<file path="src/rtl/pipe_stage_skid.sv">
// Pipeline stage register with a valid/ready handshake and a 2-entry skid buffer.
// in_ready comes straight from a flop, so downstream ready never reaches upstream combinationally.
module pipe_stage_skid #(
    parameter int WIDTH          = 64,
    parameter int CLEAR_ON_FLUSH = 1,
    parameter int STALL_CNT_W    = 16
) (
    input  logic                   Clk,
    input  logic                   Rst,
    input  logic                   Flush,
    input  logic                   in_valid,
    output logic                   in_ready,
    input  logic [WIDTH-1:0]       in_data,
    output logic                   out_valid,
    input  logic                   out_ready,
    output logic [WIDTH-1:0]       out_data,
    output logic [1:0]             occupancy,
    input  logic                   stat_clr,
    output logic [STALL_CNT_W-1:0] stall_count
);

    typedef enum logic [1:0] {
        EMPTY = 2'd0,
        HALF  = 2'd1,
        FULL  = 2'd2
    } state_t;

    localparam logic [STALL_CNT_W-1:0] CNT_ONE = STALL_CNT_W'(1);

    function automatic logic [STALL_CNT_W-1:0] sat_inc(input logic [STALL_CNT_W-1:0] c);
        if (&c) return c;
        return c + CNT_ONE;
    endfunction

    state_t                   state_p0;
    state_t                   state_nxt;
    logic                     vld_p0;
    logic                     rdy_p0;
    logic [WIDTH-1:0]         data_p0;
    logic [WIDTH-1:0]         skid_data_p0;
    logic [STALL_CNT_W-1:0]   stall_cnt_p0;

    logic in_fire;
    logic out_fire;
    logic ld_main_in;
    logic ld_main_skid;
    logic ld_skid;

    assign in_fire  = in_valid & rdy_p0;
    assign out_fire = vld_p0 & out_ready;

    always_comb begin
        state_nxt    = state_p0;
        ld_main_in   = 1'b0;
        ld_main_skid = 1'b0;
        ld_skid      = 1'b0;
        case (state_p0)
            EMPTY: begin
                if (in_fire) begin
                    ld_main_in = 1'b1;
                    state_nxt  = HALF;
                end
            end
            HALF: begin
                if (in_fire && out_fire) begin
                    ld_main_in = 1'b1;
                end else if (in_fire) begin
                    ld_skid   = 1'b1;
                    state_nxt = FULL;
                end else if (out_fire) begin
                    state_nxt = EMPTY;
                end
            end
            FULL: begin
                // Skid entry is always the older one, so it moves forward first.
                if (out_fire) begin
                    ld_main_skid = 1'b1;
                    state_nxt    = HALF;
                end
            end
            default: state_nxt = EMPTY;
        endcase
        if (Flush) begin
            state_nxt    = EMPTY;
            ld_main_in   = 1'b0;
            ld_main_skid = 1'b0;
            ld_skid      = 1'b0;
        end
    end

    // Stage register: state, registered handshake flags and both data entries
    always_ff @(posedge Clk) begin
        if (!Rst) begin
            state_p0     <= EMPTY;
            vld_p0       <= 1'b0;
            rdy_p0       <= 1'b1;
            data_p0      <= '0;
            skid_data_p0 <= '0;
        end else begin
            state_p0 <= state_nxt;
            vld_p0   <= (state_nxt != EMPTY);
            rdy_p0   <= (state_nxt != FULL);
            if (Flush && (CLEAR_ON_FLUSH != 0)) begin
                data_p0      <= '0;
                skid_data_p0 <= '0;
            end else begin
                if (ld_main_in) begin
                    data_p0 <= in_data;
                end else if (ld_main_skid) begin
                    data_p0 <= skid_data_p0;
                end
                if (ld_skid) begin
                    skid_data_p0 <= in_data;
                end
            end
        end
    end

    always_ff @(posedge Clk) begin
        if (!Rst) begin
            stall_cnt_p0 <= '0;
        end else if (stat_clr) begin
            stall_cnt_p0 <= '0;
        end else if (vld_p0 && !out_ready) begin
            stall_cnt_p0 <= sat_inc(stall_cnt_p0);
        end
    end

    assign in_ready    = rdy_p0;
    assign out_valid   = vld_p0;
    assign out_data    = data_p0;
    assign occupancy   = state_p0;
    assign stall_count = stall_cnt_p0;

endmodule
</file>
<file path="config.mk">
export PLATFORM = sky130hd
export DESIGN_NAME = pipe_stage_skid
export DESIGN_NICKNAME = d
export VERILOG_FILES = /design/src/rtl/pipe_stage_skid.sv
export SDC_FILE = /design/constraint.sdc
export NUM_CORES = 1
export LEC_CHECK = 0
export CORE_ASPECT_RATIO = 2
export CORE_UTILIZATION = 44
export CTS_BUF_LIST = sky130_fd_sc_hd__clkbuf_16
export DETAILED_ROUTE_END_ITERATION = 10
export GPL_TIMING_DRIVEN = 0
export PLACE_DENSITY = 0.86
export SLEW_MARGIN = 20
export SYNTH_ARGS = -nofsm -noshare
export SYNTH_HDL_FRONTEND = slang
export SYNTH_SLANG_ARGS = --single-unit
</file>
<file path="constraint.sdc">
create_clock -name Clk -period 1.9 [get_ports Clk]
set_clock_uncertainty 0.2 [all_clocks]
set_input_delay 0.38 -clock Clk [delete_from_list [all_inputs] [get_ports Clk]]
set_output_delay 0.38 -clock Clk [all_outputs]
set_load 0.005 [all_outputs]
</file>
==> flow_summary.ini, run 1 <==
[outcome]
status = finished with violations
failed_checks = setup timing

[clocking]
cts_root_buf = clkbuf_16
ctsHoldBuffers = 0
clk_pin_slew_ns = 0.06
insertion_delay_ns = 0.42
htreeDepth = 4
cts_buffers = 17
clockBufferDepth = 2
cts_tree = yes
clock-sinks = 148

[timing]
report.final.setup_viol = 33
period_share = 1.03
hold_violations = 0
rsz0062_at_grt = true
fin_ws_ns = -0.0511
tightest_slew_ns = 0.478
fmax_mhz = 513
hold-worst-slack_ns = 0.255
finalCriticalPeriod_ns = 1.95
slew_violations = 0
max_slew_margin = 0.681

[global_route]
grt_max_degree = 17
antenna_found_initial = 0
grt_pass1_vias = 5938
grt_overflow = 0
grt_pass1_wl_mm = 28.2
grt_use_total = 0.254

[route]
drc = 0
drt-wirelength-per-cell_um = 16.9
ant_nets = 0
wl_mm = 18.6
drtIter0Drc = 407
first_pass_iters = 5
num_vias = 6270
vias_per_cell = 5.69

[die]
die_area_sq_um = 13800
num_rows = 59
die_w_um = 83.6
start_util = 0.451
die_h_um = 165
ios = 154
core_sq_um = 13000

[synth]
synth_area_sq_um = 5860
synth.distinct_cells = 43
synth_area_leader_cell = dfxtp_1
synthCells = 750
ys_ff_latch = 148
ys_seq_area_frac = 0.506
synth_nets = 821
synth_warnings = 0
synth_top_area_frac = 0.506
synthTopCellsByArea = dfxtp_1 (51%), nand2_1 (17%), a31oi_1 (6.8%), a21oi_1 (6.4%), o21ai_0 (5.6%)
syn_avg_cell_area_sq_um = 7.81

[critical_path]
worstPathCellList = ha_4 > nand4_4 > buf_4 > o211ai_1 > or4_1 > a21oi_1
end_kind = flip-flop
rr_worst_depth = 6
rr_endpoint = stall_count[13]$_SDFFE_PP0P_
arrival_ns = 2.10
max_stage_delay_ns = 0.59
r2r_slack_ns = -0.05
r2r-start = stall_count[0]$_SDFFE_PP0P_
criticalPathCategory = flip-flop to flip-flop
cp_max_fo = 4
startpoint_type = flip-flop
cpMaxStageDelayCell = or4_1
cp_data_required_time_ns = 2.05

[run]
maxCapViolations = 0

[cells_and_area]
design_area_sq_um = 8820
final-instance-count-excl-fill = 1101
area_growth_pct = 50.5
finalNetCount = 1008
antennaDiodeCount = 0
nFillCells = 988
drive_gt1_frac = 0.193

[power]
p_int_w = 0.00553
p_comb_frac = 0.097
p_total_w = 0.00717
power.share.clock = 0.460
p_per_area_nw_per_um2 = 813
swShare = 0.229
cellLeakagePower_nw = 3.06
ir_worst_vdd_mv = 0.736
power_switching_w = 0.00164
power_frac_seq = 0.444

[place]
gp_congestion = 0.834
numPortBuffers = 153
place_inst = 1055
dpl.hpwl_mm = 12.4
placed_area_sq_um = 7610

[hold_path]
min_delay_path_depth = 2
hp-class = flip-flop to flip-flop
hp-start = skid_data_p0[35]$_SDFFE_PP0P_
worstHoldEndpoint = skid_data_p0[35]$_SDFFE_PP0P_
## timing repair
| item | CTS | global route |
|---|---|---|
| setup buffers | 8 | 5 |
| pin swaps | 7 | 9 |
| setup endpoints to repair | 153 | 94 |
| gates resized for setup | 104 | 153 |
| hold endpoints to repair | 0 | 0 |
| gates cloned | 1 | 1 |
## synthesized netlist by cell type (all sizes together)
library cell and count:
or4 6, o41ai 2, nand3 5, nand3b 1, and2b 1, xor2 1
o311ai 1, nand2b 3, a211o 1, dfxtp 148, or3 7, nor3 2
o2111ai 1, mux2i 2, o22a 1, o21ai 74, and4 1, nand2 265
nor2b 2, o211ai 1, and3b 2, a31oi 64, and2 2, o31ai 4
ha 1, a21boi 1, xnor2 1, buf 20, and3 3, nor2 5
a21oi 75, nand4 5, o21ba 1, clkbuf 37, inv 4
## cells in the final DEF, fill, tap and decap left out, types with 6 or more instances in the layout
cell / synthesis / routed
buf_4: 0 / 19
o21ai_2: 0 / 42
a21oi_1: 75 / 74
dlygate4sd2_1: 0 / 6
dfxtp_2: 0 / 13
a31oi_1: 64 / 60
clkbuf_2: 2 / 18
dfxtp_1: 148 / 122
dfxtp_4: 0 / 13
or3_1: 6 / 6
clkbuf_16: 0 / 18
clkbuf_4: 0 / 13
o21ai_1: 8 / 13
dlymetal6s2s_1: 0 / 8
nand2_1: 265 / 263
o21ai_0: 66 / 17
buf_2: 18 / 7
clkdlybuf4s50_1: 0 / 139
## cell type report
type,instances,area [sq um],share of cell area
sequential,148,3030,0.343
multi-input combinational,541,2900,0.328
timing repair buffer,168,1690,0.192
clock buffer,17,425,0.0482
buffer,57,425,0.0482
tap,152,190,0.0216
clock inverter,14,144,0.0163
inverter,4,15.0,0.00170
## how the worst max path moves through the flow
stage	start	to	slack, ns	depth (start not counted)
final	stall_count[0]$_SDFFE_PP0P_	stall_count[13]$_SDFFE_PP0P_	-0.05	6
after global routing	stall_count[0]$_SDFFE_PP0P_	stall_count[13]$_SDFFE_PP0P_	-0.1	6
after CTS	occupancy[1]$_SDFF_PN0_	occupancy[1]	0.0002	1
after detailed placement	out_ready	out_data[15]$_SDFFE_PP0P_	-0.65	7
after global placement	Rst	out_data[58]$_SDFFE_PP0P_	-0.64	6
after floorplan	stall_count[1]$_SDFFE_PP0P_	stall_count[14]$_SDFFE_PP0P_	0.004	5
## kinds of logic after synthesis
group,share of synthesized area
simple gates,0.221
compound gates,0.219
flops,0.506
buf+inv,0.0459
xor+xnor,0.00299
mux,0.00342
fa+ha+maj,0.00214
## state kept, by name, indices dropped and copies added, names as in the netlist
signal and count:
in_ready 1, occupancy 2, out_data 64, out_valid 1, skid_data_p0 64, stall_count 16
## critical path: cells and delay by family (launching register included)
kind,cells,cell delay (ns)
and+or+nand+nor,2,0.67
DFF,1,0.36
AOI/OAI and AO/OA,2,0.32
adders and majority gates,1,0.18
buffers and inverters,1,0.14
## metrics by stage
stage / TNS (ns) / utilization / setup WS (ns)
after floorplan: 0 / - / 0.00430
after global placement: -74.41 / 0.586 / -0.645
after detailed placement: -75.05 / 0.586 / -0.648
after CTS: 0 / 0.644 / 0.000159
after global routing: -1.86 / 0.679 / -0.0956
final: -0.396 / 0.679 / -0.0511
## power groups by stage
stage          logic [W]  clock network (W)  registers [W]
6_report        0.000693            0.00330        0.00318
5_1_grt         0.000739            0.00344        0.00319
4_1_cts         0.000590            0.00330        0.00319
3_5_place_dp    0.000553                  0        0.00326
3_3_place_gp    0.000547                  0        0.00326
2_1_floorplan   0.000204                  0        0.00326
## per-layer routing
metal,GRT usage,up-vias,wire length [um]
li1,-,2969,-
met1,0.262,2953,6810
met2,0.474,283,9950
met3,0.0582,65,1040
met4,0.133,0,835
met5,0,-,0
(Power assumes the default switching activity.)
==> run 2, diff against run 1 <==
--- a/config.mk
+++ b/config.mk
@@ -6,7 +6,9 @@
 export NUM_CORES = 1
 export LEC_CHECK = 0
+export ABC_CLOCK_PERIOD_IN_PS = 1900
 export CORE_ASPECT_RATIO = 2
 export CORE_UTILIZATION = 44
 export CTS_BUF_LIST = sky130_fd_sc_hd__clkbuf_16
+export CTS_CLUSTER_DIAMETER = 120
 export DETAILED_ROUTE_END_ITERATION = 10
 export GPL_TIMING_DRIVEN = 0
==> constraint.sdc (replaced) <==
create_clock -name Clk -period 1.9 [get_ports Clk]
set_clock_uncertainty 0.2 [all_clocks]
set_input_delay 0.285 -clock Clk [delete_from_list [all_inputs] [get_ports Clk]]
set_output_delay 0.285 -clock Clk [all_outputs]
set_load 0.005 [all_outputs]
==> flow_summary.ini, run 2 (synthesis gave the netlist of run 1 again) <==
[timing]
report.final.setup_viol = 4
fmax_mhz = 516
period_share = 1.02
rsz0062_at_grt = true
fin_ws_ns = -0.0378
finalCriticalPeriod_ns = 1.94
hold_violations = 0
max_slew_margin = 0.687
tightest_slew_ns = 0.469
final.setup.tns_ns = -0.0703
slew_violations = 0

[route]
vias_per_cell = 5.59
ant_nets = 0
met3_length_um = 850
first_pass_iters = 6
drtIter0Drc = 393
routedLengthMet1_mm = 6.53
top_layer_used = met4
dr_wl_met2_mm = 9.52
drt-wirelength-per-cell_um = 16.1
num_vias = 6116
drc = 0
wl_mm = 17.7

[die]
ios = 154
die_w_um = 83.6
die_h_um = 165
num_rows = 59
die_area_sq_um = 13800
start_util = 0.451
core_sq_um = 13000

[global_route]
grt_pass1_vias = 5934
grt_pass1_wl_mm = 27.9
antenna_found_initial = 0
grt_max_degree = 17
grt_use_total = 0.251
grt_overflow = 0

[cells_and_area]
finalNetCount = 1001
final_common_cell = nand2_1
antennaDiodeCount = 0
drive_gt1_frac = 0.124
area_growth_pct = 43.1
layout_common_cells = nand2_1 (264), clkdlybuf4s50_1 (150), dfxtp_1 (136)
design_area_sq_um = 8380

[outcome]
status = finished with violations
failed_checks = setup timing

[clocking]
cts_root_buf = clkbuf_16
clk_pin_slew_ns = 0.06
cts_tree = yes
cts_buffers = 17
insertion_delay_ns = 0.42
clock-sinks = 148
htreeDepth = 4
clockBufferDepth = 2

[critical_path]
cp_data_required_time_ns = 2.06
criticalPathCategory = flip-flop to flip-flop
arrival_ns = 2.10
startpoint_type = flip-flop
cp_max_fo = 4
end_kind = flip-flop

[place]
numPortBuffers = 153
gp_congestion = 0.834
dpl.hpwl_mm = 12.4
placed_area_sq_um = 7610
place_ws_ns = -0.553

[power]
ir_worst_vdd_mv = 0.738
p_per_area_nw_per_um2 = 847
cellLeakagePower_nw = 2.78

[hold_path]
hp-class = input pin to flip-flop

[run]
maxCapViolations = 0
[run 2: what timing repair did]
item / CTS / global route
setup buffers: 6 / 2
setup endpoints to repair: 135 / 124
hold buffers: 0 / 0
gates resized for setup: 42 / 94
pin swaps: 6 / 1
[run 2: stage by stage]
step,power (W),cells,hold WS (ns),util
5_1_grt,0.00729,1094,0.248,0.645
3_3_place_gp,0.00381,1055,0.241,0.586
4_1_cts,0.00707,1092,0.234,0.637
6_report,0.00710,1094,0.242,0.645
2_1_floorplan,0.00346,750,0.221,-
3_5_place_dp,0.00382,1055,0.247,0.586
[run 2: layout make-up]
type	instances	area [sq um]
buffer	57	344
clock buffer	17	425
clock inverter	14	144
fill	1103	4610
inverter	4	15.0
multi-input combinational	541	2690
sequential	148	2980
tap	152	190
timing repair buffer	161	1600
[run 2: per-layer routing]
| layer | vias up | global-route usage |
|---|---|---|
| met3 | 62 | 0.0577 |
| met4 | 0 | 0.132 |
| met1 | 2883 | 0.257 |
| met2 | 226 | 0.470 |
| li1 | 2945 | - |
| met5 | - | 0 |
[run 2: power breakdown]
part	leakage [nW]	switching, W	internal [W]
combinational	1.30	0.000283	0.000312
sequential	1.20	0.0000361	0.00316
clock	0.281	0.00128	0.00202
[run 2: critical path, cell delays in order (launching register included)]
cell and delay (ns):
dfxtp_4 0.35, ha_4 0.17, and4_2 0.27, a211o_1 0.29, or4_1 0.44, a21oi_2 0.15
[run 2: path summary, 6_finish.rpt]
kind / start / end / slack (ns) / cells after the start
max: stall_count[0]$_SDFFE_PP0P_ / stall_count[15]$_SDFFE_PP0P_ / -0.04 / 5
min: in_data[42] / skid_data_p0[42]$_SDFFE_PP0P_ / 0.24 / 3
max reg2reg: stall_count[0]$_SDFFE_PP0P_ / stall_count[15]$_SDFFE_PP0P_ / -0.04 / 5
min reg2reg: skid_data_p0[42]$_SDFFE_PP0P_ / skid_data_p0[42]$_SDFFE_PP0P_ / 0.25 / 2
